## config.mk

```make
export PLATFORM = sky130hd
export DESIGN_NAME = trit_lane_unpacker
export DESIGN_NICKNAME = d
export VERILOG_FILES = /design/src/rtl/ternary_pkg.sv /design/src/rtl/trit_byte_decode.sv /design/src/rtl/trit_lane_unpacker.sv
export SDC_FILE = /design/constraint.sdc
export NUM_CORES = 1
export LEC_CHECK = 0
export ABC_AREA = 1
export BUFFER_PORTS_ARGS = -buffer_cell sky130_fd_sc_hd__buf_2
export CAP_MARGIN = 20
export CELL_PAD_IN_SITES_DETAIL_PLACEMENT = 2
export CELL_PAD_IN_SITES_GLOBAL_PLACEMENT = 2
export CORE_ASPECT_RATIO = 0.7
export CORE_MARGIN = 3
export CORE_UTILIZATION = 37
export CTS_BUF_LIST = sky130_fd_sc_hd__clkbuf_4 sky130_fd_sc_hd__clkbuf_8
export DETAILED_ROUTE_END_ITERATION = 10
export MAX_ROUTING_LAYER = met4
export PLACE_DENSITY_LB_ADDON = 0.05
export SYNTH_ARGS = -nofsm -noshare
export SYNTH_HDL_FRONTEND = slang
export SYNTH_HIERARCHICAL = 1
export SYNTH_SLANG_ARGS = --single-unit
```

## constraint.sdc

```tcl
create_clock -name clk -period 1.7 [get_ports clk]
set_clock_uncertainty 0.1 [all_clocks]
set_input_delay 0 -clock clk [delete_from_list [all_inputs] [get_ports clk]]
set_output_delay 0 -clock clk [all_outputs]
set_load 0.01 [all_outputs]
```

## src/rtl/ternary_pkg.sv

```systemverilog
// Shared ternary definitions: trit codes, packing constants and the unpacker FSM states.
package ternary_pkg;

  typedef logic [1:0] trit_t;

  localparam trit_t TRIT_ZERO = 2'b00;
  localparam trit_t TRIT_POS  = 2'b01;
  localparam trit_t TRIT_NEG  = 2'b10;

  localparam int         TRITS_PER_BYTE = 5;
  localparam logic [7:0] PACK_MAX       = 8'd242;

  typedef enum logic {
    COLLECT = 1'b0,
    EMIT    = 1'b1
  } unpack_state_e;

endpackage

```

## src/rtl/trit_byte_decode.sv

```systemverilog
// Combinational base-3 unpack of one byte into five balanced trits.
// Bytes above PACK_MAX decode as all-zero trits and raise invalid_o.
module trit_byte_decode
  import ternary_pkg::*;
(
  input  logic [7:0]                  byte_i,
  output logic [2*TRITS_PER_BYTE-1:0] trits_o,
  output logic                        invalid_o
);

  always_comb begin
    logic [7:0] v;
    logic [7:0] q;
    logic [7:0] r;
    trits_o   = '0;
    invalid_o = (byte_i > PACK_MAX);
    v         = byte_i;
    // Successive divide-by-3; each remainder is the next digit, lowest lane first.
    for (int i = 0; i < TRITS_PER_BYTE; i++) begin
      q = v / 8'd3;
      r = v - q * 8'd3;
      case (r)
        8'd1:    trits_o[2*i +: 2] = TRIT_POS;
        8'd2:    trits_o[2*i +: 2] = TRIT_NEG;
        default: trits_o[2*i +: 2] = TRIT_ZERO;
      endcase
      v = q;
    end
    if (invalid_o) trits_o = '0;
  end

endmodule

```

## src/rtl/trit_lane_unpacker.sv

```systemverilog
// Assembles LANE_COUNT/5 packed bytes into one lane vector of balanced trits.
// Optional vec_count output when TRIT_UNPACK_STATS_EN is defined.
module trit_lane_unpacker
  import ternary_pkg::*;
#(
  parameter int LANE_COUNT = 15
) (
  input  logic                    clk,
  input  logic                    reset_n,
  input  logic                    in_valid,
  output logic                    in_ready,
  input  logic [7:0]              in_byte,
  input  logic                    in_last,
  output logic                    out_valid,
  input  logic                    out_ready,
  output logic [2*LANE_COUNT-1:0] out_trits,
  output logic                    out_last,
  output logic                    out_short,
`ifdef TRIT_UNPACK_STATS_EN
  output logic [15:0]             vec_count,
`endif
  output logic                    err_invalid,
  input  logic                    err_clear
);

  localparam int BPV   = LANE_COUNT / TRITS_PER_BYTE;
  localparam int IDX_W = (BPV > 1) ? $clog2(BPV) : 1;
  localparam int VEC_W = 2 * LANE_COUNT;
  localparam int GRP_W = 2 * TRITS_PER_BYTE;

  unpack_state_e    state_q, state_d;
  logic [IDX_W-1:0] idx_q, idx_d;
  logic [VEC_W-1:0] asm_q, asm_d;
  logic [VEC_W-1:0] trits_q, trits_d;
  logic             last_q, last_d;
  logic             short_q, short_d;
  logic             err_q, err_d;
  logic [VEC_W-1:0] merged;
  logic [GRP_W-1:0] dec_trits;
  logic             dec_invalid;
  logic             in_fire, pop, complete;

  trit_byte_decode u_decode (
    .byte_i    (in_byte),
    .trits_o   (dec_trits),
    .invalid_o (dec_invalid)
  );

  assign in_ready  = (state_q == COLLECT) || out_ready;
  assign in_fire   = in_valid && in_ready;
  assign pop       = (state_q == EMIT) && out_ready;
  assign complete  = in_last || (idx_q == IDX_W'(BPV - 1));
  assign out_valid = (state_q == EMIT);
  assign out_trits = trits_q;
  assign out_last  = last_q;
  assign out_short = short_q;
  assign err_invalid = err_q;

  always_comb begin
    merged = asm_q;
    for (int g = 0; g < BPV; g++) begin
      if (IDX_W'(g) == idx_q) merged[g*GRP_W +: GRP_W] = dec_trits;
    end

    state_d = state_q;
    idx_d   = idx_q;
    asm_d   = asm_q;
    trits_d = trits_q;
    last_d  = last_q;
    short_d = short_q;

    // In EMIT idx_q is 0 and asm_q is clear, so an overlapped byte lands in group 0.
    if (in_fire) begin
      if (complete) begin
        state_d = EMIT;
        idx_d   = '0;
        asm_d   = '0;
        trits_d = merged;
        last_d  = in_last;
        short_d = in_last && (idx_q != IDX_W'(BPV - 1));
      end else begin
        state_d = COLLECT;
        idx_d   = idx_q + IDX_W'(1);
        asm_d   = merged;
      end
    end else if (pop) begin
      state_d = COLLECT;
      idx_d   = '0;
      asm_d   = '0;
    end

    err_d = err_clear ? 1'b0 : err_q;
    if (in_fire && dec_invalid) err_d = 1'b1;
  end

  always_ff @(posedge clk or negedge reset_n) begin
    if (!reset_n) begin
      state_q <= COLLECT;
      idx_q   <= '0;
      asm_q   <= '0;
      trits_q <= '0;
      last_q  <= 1'b0;
      short_q <= 1'b0;
      err_q   <= 1'b0;
    end else begin
      state_q <= state_d;
      idx_q   <= idx_d;
      asm_q   <= asm_d;
      trits_q <= trits_d;
      last_q  <= last_d;
      short_q <= short_d;
      err_q   <= err_d;
    end
  end

`ifdef TRIT_UNPACK_STATS_EN
  logic [15:0] cnt_q, cnt_d;

  always_comb begin
    cnt_d = cnt_q;
    if (err_clear)                    cnt_d = '0;
    else if (pop && cnt_q != 16'hFFFF) cnt_d = cnt_q + 16'd1;
  end

  always_ff @(posedge clk or negedge reset_n) begin
    if (!reset_n) cnt_q <= '0;
    else          cnt_q <= cnt_d;
  end

  assign vec_count = cnt_q;
`endif

endmodule

```

==> results of run 1 <==
logic make-up after synthesis:
kind of cell    Yosys count  share of synthesized area
mux                       2                    0.00269
buf+inv                 172                     0.0915
compound gates           69                     0.0578
flops                    66                      0.222
xor+xnor                 42                     0.0504
simple gates            603                      0.375
fa+ha+maj               109                      0.201
stage by stage:
step / setup slack, ps / instance area (um2)
floorplan: -10850 / 7910
global placement: -10120 / 10000
==> flow_metrics.tcl, run 1 <==
set metrics [dict create \
    status "aborted with a tool error" \
    stop_stage "detailed placement (3_5_place_dp)" \
    error "[ERROR DPL-0033] detailed placement checks failed during check placement." \
    synth_most_common_cell "nand2_1" \
    seq_area_frac_synth 0.222 \
    syn_area_um2 7450 \
    synthArstFlopShare 1.00 \
    syn_inst 1063 \
    synth.avg_cell_area_um2 7.01 \
    dieHeight_um 125 \
    die_width_um 176 \
    synth_edf_count 0 \
    yosys.area.top_type "dfrtp_1" \
    routabilityCongestion 0.839 \
    dpl.hpwl_um 29600 \
    synth_cell_types 51 \
    start_util 0.385 \
    synth_flop_cell "dfrtp_1" \
    synthTopCellsByArea "dfrtp_1 (22%), nand2_1 (17%), ha_1 (15%), nand3_1 (9.7%), inv_1 (6.9%)" \
    ys_ff_latch 66 \
    port_buffers 48 \
    netlist_top_cells_count "nand2_1 (329), nand3_1 (144), inv_1 (136), ha_1 (91), dfrtp_1 (66)" \
    synth-warning-count 6 \
    synth_top_area_frac 0.222 \
    syn_nets 1186 \
    num_io_pins 49 \
    rows 42 \
]
==> run 2, diff against run 1 <==
- CELL_PAD_IN_SITES_DETAIL_PLACEMENT: 2 -> unset
- CELL_PAD_IN_SITES_GLOBAL_PLACEMENT: 2 -> unset
- CORE_ASPECT_RATIO: 0.7 -> unset
- CORE_UTILIZATION: 37 -> 40
- CTS_BUF_LIST: sky130_fd_sc_hd__clkbuf_4 sky130_fd_sc_hd__clkbuf_8 -> unset
- MAX_ROUTING_LAYER: met4 -> unset
- PLACE_DENSITY_LB_ADDON: 0.05 -> 0.15
==> flow_metrics.tcl, run 2 <==
set metrics [dict create \
    num_io_pins 49 \
    nets 1507 \
    cts.sinks 66 \
    cp-end-kind "register" \
    vdd_drop_max_mv 1.07 \
    cts_root_buf "clkbuf_16" \
    crit_type "input pin to register" \
    cp-endpoint "out_trits[9]$_DFFE_PN0P_" \
    r2r_end "asm_q[24]$_DFFE_PN0P_" \
    max_freq_ghz 0.0860 \
    cts_tree "built" \
    p_int_mw 11.6 \
    dpl.hpwl_um 15100 \
    crit_top_cell "buf_4" \
    synthArstFlopShare 1.00 \
    cts_made_buffers 9 \
    combPwrFrac 0.824 \
    syn_nets 1186 \
    status "finished, violations left" \
    syn_area_um2 7450 \
    final_common_cell "nand2_1" \
    maxSlewViolCount 0 \
    grt_pass1_wl_um 35500 \
    rows 49 \
    antenna_found_initial 0 \
    syn_inst 1063 \
    cp_max_fo 6 \
    finalSetupViolCount 60 \
    cts.htree.levels 3 \
    dieHeight_um 142 \
    violations "setup timing" \
    die-area_um2 20300 \
    cap_violations 0 \
    n_antenna_cell 0 \
    relSlewSlack 0.620 \
    r2r-start "idx_q[0]$_DFFE_PN0P_" \
    wl_per_cell_um 13.0 \
    period_share 6.84 \
    clock_path_buffers 2 \
    synth_flop_cell "dfrtp_1" \
    core_area_um2 18100 \
    worst_setup_path_start_kind "input pin" \
    start_util 0.411 \
    grt_max_degree 52 \
    synth.avg_cell_area_um2 7.01 \
    period_needed_ps 11630 \
    drc 0 \
    p_clk_frac 0.091 \
    clock_latency_ps 340 \
    slowest_stage "ha_4" \
    drive_above_1_share 0.425 \
    synth_top_area_frac 0.222 \
    synth-warning-count 6 \
    wirelength_um 21000 \
    utilization 0.631 \
    max_stage_delay_ps 290 \
    grt_pass1_vias 7697 \
    ys_ff_latch 66 \
    detailroute.via_count 7896 \
    worstPathArrival_ps 11810 \
    drt_iter0_drc 372 \
    grt_usage 0.207 \
    grt.overflow.total 0 \
    viasPerCell 4.88 \
    power.density_nw_per_um2 1870 \
    rsz0062_at_grt "true" \
    hold_path_class "input pin to async pin" \
    p_leak_nw 6.20 \
    p_switching_mw 9.81 \
    place_ws_ps -10330 \
    swShare 0.457 \
    netlist_top_cells_count "nand2_1 (329), nand3_1 (144), inv_1 (136), ha_1 (91), dfrtp_1 (66)" \
    area_growth_pct 53.6 \
    final_cell_mix "nand2_1 (276), buf_4 (270), nand3_1 (123)" \
    die_width_um 142 \
    synthTopCellsByArea "dfrtp_1 (22%), nand2_1 (17%), ha_1 (15%), nand3_1 (9.7%), inv_1 (6.9%)" \
    required_ps 1880 \
    yosys.area.top_type "dfrtp_1" \
    port_buffers 48 \
    ant_nets 0 \
    seq_area_frac_synth 0.222 \
    firstDrtPassIters 5 \
    seq_power_share 0.085 \
    tightest_slew_ps 571 \
    routabilityCongestion 0.811 \
    reg2reg_depth 8 \
    synth_edf_count 0 \
    hold_viol 0 \
    clk_pin_slew_ps 60 \
    setup_slack_ps -9930 \
    synth_cell_types 51 \
    rrSetupSlack_ps 110 \
    synth_most_common_cell "nand2_1" \
    crit_path_start "in_byte[7]" \
]
run 2: final cells by class:
| cell class | instances | area (um2) |
|---|---|---|
| fillers | 1604 | 6700 |
| clock buffers | 11 | 253 |
| inverters | 146 | 597 |
| multi-input cells | 826 | 6040 |
| repair buffers | 335 | 2560 |
| flip-flops and latches | 66 | 1650 |
| clock inverters | 5 | 60.1 |
| well taps | 229 | 287 |
run 2: worst min path at each step:
| stage | end | from |
|---|---|---|
| 6_report | out_trits[12]$_DFFE_PN0P_ | reset_n |
| 4_1_cts | out_trits[12]$_DFFE_PN0P_ | reset_n |
| 5_1_grt | out_trits[12]$_DFFE_PN0P_ | reset_n |
| 2_1_floorplan | asm_q[0]$_DFFE_PN0P_ | reset_n |
| 3_5_place_dp | out_trits[12]$_DFFE_PN0P_ | reset_n |
| 3_3_place_gp | out_trits[12]$_DFFE_PN0P_ | reset_n |
run 2: repair_timing:
action                                 4_1_cts  5_1_grt
setup endpoints to repair                   60       65
endpoints found under the hold margin       70        0
gates cloned                                 1        0
hold buffers                                 5        0
setup buffers                               53       17
gates resized for setup                     77       56
pin swaps                                   77       76
run 2: layer usage:
layer,vias up,GRT usage,wire length (um)
met1,3710,0.272,9510
met2,117,0.370,10800
li1,4045,-,-
met3,24,0.0296,560
met5,-,0,0
met4,0,0.0305,198
run 2: metrics by stage:
stage	std cells	cell area (um2)	hold WS, ps	setup TNS, ps	total power [mW]
floorplan	1063	7910	-396	-450880	11.4
global placement	1531	10000	-79.2	-436780	16.2
detailed placement	1531	10000	-75.8	-448170	16.4
CTS	1601	11100	113	-433000	20.0
global route	1618	11400	124	-490340	23.5
finish	1618	11400	89.4	-445750	21.5
run 2: logic make-up (layout without fill, tap and decap cells):
kind of cell,after synthesis,after routing,share of synthesized area
muxes,2,2,0.00269
DFF,66,66,0.222
buffers and inverters,172,497,0.0915
AOI/OAI and AO/OA,69,69,0.0578
and+or+nand+nor,603,604,0.375
adders and majority gates,109,109,0.201
xor gates and xnor gates,42,42,0.0504
run 2: power by group through the flow:
stage               Combinational [mW]  Sequential [mW]  Clock (mW)
detailed placement                14.5             1.85           0
CTS                               16.2             1.83        1.97
floorplan                         9.56             1.89           0
finish                            17.7             1.83        1.95
global placement                  14.3             1.85           0
global route                      19.6             1.85        2.03
run 2: worst max-delay path, delay by kind of cell:
family                     cells  cell delay (ps)
AOI/OAI and AO/OA              9             1360
adders and majority gates      7             1180
and+or+nand+nor               61             5280
buffers and inverters         36             3600
xor gates and xnor gates       2              330
Power figures use the tool's default switching activity.
==> run 3, diff against run 2 <==
- ABC_CLOCK_PERIOD_IN_PS: unset -> 1700
- CELL_PAD_IN_SITES_DETAIL_PLACEMENT: unset -> 1
- CELL_PAD_IN_SITES_GLOBAL_PLACEMENT: unset -> 1
==> flow_metrics.tcl, run 3 (synthesis results as in run 2) <==
set metrics [dict create \
    violations "setup timing" \
    tightest_slew_ps 429 \
    p_switching_mw 12.4 \
    num_io_pins 49 \
    setup_slack_ps -11170 \
    p_clk_frac 0.083 \
    worstPathArrival_ps 13030 \
    area_growth_pct 57.8 \
    die_width_um 142 \
    total_power_mw 24.5 \
    dpl.cell_count 1523 \
    port_buffers 48 \
    max_stage_delay_ps 310 \
    detailroute.via_count 9511 \
    period_needed_ps 12870 \
    grt_pass1_vias 9925 \
    n_antenna_cell 0 \
    combPwrFrac 0.841 \
    dpl.hpwl_um 18400 \
    place_ws_ps -10750 \
    slowest_stage "a221oi_1" \
    cts_tree "built" \
    crit_type "input pin to register" \
    dieHeight_um 142 \
    nets 1526 \
    hold_viol 0 \
    drc 0 \
    viasPerCell 5.81 \
    die-area_um2 20300 \
    cts_root_buf "clkbuf_16" \
    final.setup.tns_ps -518150 \
    grt_max_degree 67 \
    wirelength_um 38700 \
    cts.sinks 66 \
    drt_iter0_drc 711 \
    final_common_cell "buf_4" \
    power.density_nw_per_um2 2080 \
    cap_violations 0 \
    routabilityCongestion 0.818 \
    rsz0062_at_grt "true" \
    grt_usage 0.308 \
    stdcell_count 1637 \
    cts.htree.levels 3 \
    p_int_mw 12.1 \
    cp_max_fo 6 \
    status "finished, violations left" \
    clock_latency_ps 330 \
    p_leak_nw 6.34 \
    clk_pin_slew_ps 60 \
    rows 49 \
    path_delay_family "simple AND/OR/NAND/NOR gates" \
    period_share 7.57 \
    clock_path_buffers 2 \
    wl_per_cell_um 23.7 \
    core_area_um2 18100 \
    path_buf_inv 23 \
    crit_top_cell "nand2_2" \
    finalSetupViolCount 62 \
    start_util 0.411 \
    hold_path_class "input pin to async pin" \
    firstDrtPassIters 6 \
    antenna_found_initial 0 \
    cp-end-kind "register" \
    worst_setup_path_start_kind "input pin" \
    grt.overflow.total 0 \
    drive_above_1_share 0.452 \
    seq_power_share 0.075 \
    final_cell_mix "buf_4 (283), nand2_1 (261), nand3_1 (129)" \
    maxSlewViolCount 0 \
    cts_made_buffers 9 \
    max_freq_ghz 0.0777 \
    swShare 0.507 \
    relSlewSlack 0.712 \
    grt_pass1_wl_um 50100 \
    required_ps 1870 \
    vdd_drop_max_mv 0.982 \
    ant_nets 0 \
]
run 3: final cells by class:
type	count	area, um2
Clock inverter	6	90.1
Timing Repair Buffer	354	2730
Sequential cell	66	1650
Inverter	146	609
Clock buffer	10	229
Multi-Input combinational cell	826	6160
Tap cell	229	287
Fill cell	2207	6390
run 3: per-stage QoR:
step                      utilization  hold slack [ps]  cell area, um2
after global placement          0.548            -53.3            9950
after detailed placement        0.548            -49.9            9950
after CTS                       0.619              139           11200
after floorplan                     -             -396            7910
final                           0.648              103           11800
after global routing            0.648              144           11800
run 3: per-layer routing:
| metal | up-vias | track usage | part of all wire |
|---|---|---|---|
| li1 | 4071 | - | - |
| met1 | 4675 | 0.331 | 0.35 |
| met4 | 0 | 0.156 | 0.082 |
| met2 | 513 | 0.581 | 0.51 |
| met3 | 252 | 0.0447 | 0.057 |
| met5 | - | 0 | 0 |
run 3: timing repair:
action                     in CTS  in global routing
setup endpoints to repair      60                 64
hold endpoints to repair       70                  0
hold buffers                    5                  0
cloned                          0                  1
resized for setup              96                 86
pin swaps                      72                 63
setup buffers                  69                 23
run 3: path summary, 6_finish.rpt:
path | start | end | slack, ps | depth (start not counted)
max in group asynchronous | reset_n | idx_q[0]$_DFFE_PN0P_ | 1050 | 3
min | reset_n | err_invalid$_DFFE_PN0P_ | 100 | 3
max reg2reg | idx_q[0]$_DFFE_PN0P_ | out_trits[5]$_DFFE_PN0P_ | -70 | 7
min in group clk | err_clear | err_invalid$_DFFE_PN0P_ | 300 | 3
max | in_byte[6] | out_trits[28]$_DFFE_PN0P_ | -11170 | 109
min reg2reg | out_trits[1]$_DFFE_PN0P_ | out_trits[1]$_DFFE_PN0P_ | 370 | 2
run 3: worst register-to-register path, stage by stage (launching register included):
cell     delay, ps
dfrtp_1        390
inv_1          170
ha_4           210
inv_1           80
nand2_1        150
buf_4          310
nand3_1        200
nand2_1        100
run 3: power groups by stage:
stage | clock network, mW | logic [mW] | registers, mW
2_1_floorplan | 0 | 9.56 | 1.89
3_3_place_gp | 0 | 14.3 | 1.84
3_5_place_dp | 0 | 15.0 | 1.85
4_1_cts | 2.03 | 17.6 | 1.83
5_1_grt | 2.11 | 21.8 | 1.86
6_report | 2.04 | 20.6 | 1.84
==> run 4, diff against run 3 <==
- BUFFER_PORTS_ARGS: -buffer_cell sky130_fd_sc_hd__buf_2 -> -buffer_cell sky130_fd_sc_hd__clkbuf_2
==> flow_metrics.tcl, run 4 (synthesis results as in run 2) <==
set metrics [dict create \
    clk_pin_slew_ps 60 \
    rows 49 \
    wirelength_um 37400 \
    crit_top_cell "nand2_1" \
    port_buffers 48 \
    status "finished, violations left" \
    relSlewSlack 0.647 \
    final_cell_mix "buf_4 (261), nand2_1 (249), nand3_1 (120)" \
    drc 0 \
    setup_slack_ps -11430 \
    final_common_cell "buf_4" \
    ant_nets 0 \
    drive_above_1_share 0.457 \
    vdd_drop_max_mv 0.956 \
    worstPathArrival_ps 13300 \
    cts_tree "built" \
    path_delay_family "simple AND/OR/NAND/NOR gates" \
    stdcell_count 1623 \
    cts_root_buf "clkbuf_16" \
    rsz0062_at_grt "true" \
    cts_made_buffers 9 \
    worst_setup_path_start_kind "input pin" \
    grt_pass1_wl_um 44500 \
    violations "setup timing" \
    hold_path_class "input pin to register" \
    hold_viol 0 \
    finalSetupViolCount 62 \
    grt_max_degree 65 \
    grtUsageMet1 0.315 \
    routabilityCongestion 0.838 \
    die_width_um 142 \
    clock_path_buffers 2 \
    crit_type "input pin to register" \
    core_area_um2 18100 \
    path_buf_inv 27 \
    cp-end-kind "register" \
    tightest_slew_ps 529 \
    final.setup.tns_ps -508220 \
    clock_latency_ps 340 \
    required_ps 1870 \
    nets 1512 \
    max_stage_delay_ps 390 \
    cts.htree.levels 3 \
    cap_violations 0 \
    power.density_nw_per_um2 2080 \
    maxSlewViolCount 0 \
    gr-max-usage-layer "met2" \
    viasPerCell 5.71 \
    antenna_found_initial 0 \
    start_util 0.411 \
    period_share 7.72 \
    cts.sinks 66 \
    wl_per_cell_um 23.0 \
    num_io_pins 49 \
    dpl.hpwl_um 18700 \
    p_leak_nw 6.30 \
    use_met3 0.0336 \
    grt_pass1_vias 9183 \
    utilization 0.647 \
    grt.overflow.total 0 \
    dieHeight_um 142 \
    grt_usage 0.265 \
    grt_use_met2 0.500 \
    firstDrtPassIters 5 \
    period_needed_ps 13130 \
    dpl.cell_count 1527 \
    die-area_um2 20300 \
    cp_max_fo 5 \
    slowest_stage "nor2_2" \
    n_antenna_cell 0 \
    area_growth_pct 57.7 \
    max_freq_ghz 0.0762 \
    drt_iter0_drc 555 \
    detailroute.via_count 9268 \
]
run 4: cell count changes in the layout (fill, tap and decap cells not counted), sizes merged:
| cell | delta |
|---|---|
| dlygate4sd3 | -1 |
| buf | -58 |
| inv | -1 |
| clkinv | +1 |
| clkbuf | +45 |
run 4: layout make-up:
| cell class | count | area, um2 |
|---|---|---|
| fill | 2189 | 6400 |
| multi-input combinational | 826 | 6230 |
| timing repair buffer | 340 | 2660 |
| sequential | 66 | 1650 |
| inverter | 146 | 603 |
| tap | 229 | 287 |
| clock buffer | 10 | 229 |
| clock inverter | 6 | 90.1 |
run 4: path summary, 6_finish.rpt:
kind	from	cells past startpoint	slack, ps	to
setup / recovery	in_byte[7]	114	-11430	asm_q[8]$_DFFE_PN0P_
hold / removal	out_ready	4	40	out_valid$_DFFE_PN0P_
setup reg to reg	idx_q[0]$_DFFE_PN0P_	8	-80	out_trits[24]$_DFFE_PN0P_
hold reg to reg	out_trits[8]$_DFFE_PN0P_	2	370	out_trits[8]$_DFFE_PN0P_
max in group asynchronous	reset_n	3	880	out_trits[12]$_DFFE_PN0P_
min in group asynchronous	reset_n	2	70	err_invalid$_DFFE_PN0P_
run 4: power by group:
| part | internal, mW | switching, mW | total, mW |
|---|---|---|---|
| clock network | 1.29 | 0.778 | 2.07 |
| registers | 1.73 | 0.127 | 1.86 |
| logic | 9.09 | 11.4 | 20.5 |
run 4: what timing repair did:
action                                  in CTS  in global routing
gates resized for setup                     73                140
endpoints found under the setup margin      64                 62
hold buffers                                 4                  0
endpoints found under the hold margin       69                  0
pin swaps                                   65                122
setup buffers                               34                 46
cloned                                       1                  0
run 4: metrics by stage:
stage	instance area, um2	setup slack, ps	total power [mW]	hold WS (ps)
after global routing	11700	-12130	25.8	75.5
after CTS	10900	-9960	20.4	16.4
after global placement	9990	-10030	16.2	-110
after detailed placement	9990	-10650	16.9	-106
final	11700	-11430	24.4	42.9
after floorplan	7910	-10850	11.4	-396
run 4: per-layer routing:
layer | vias up | wire [um]
met3 | 182 | 1700
met5 | - | 0
li1 | 4055 | -
met1 | 4628 | 13700
met2 | 403 | 19800
met4 | 0 | 2150
run 4: worst min-delay path: cells and delay by family:
kind / cells / cell delay [ps]
simple gates: 2 / 270
buf+inv: 2 / 170
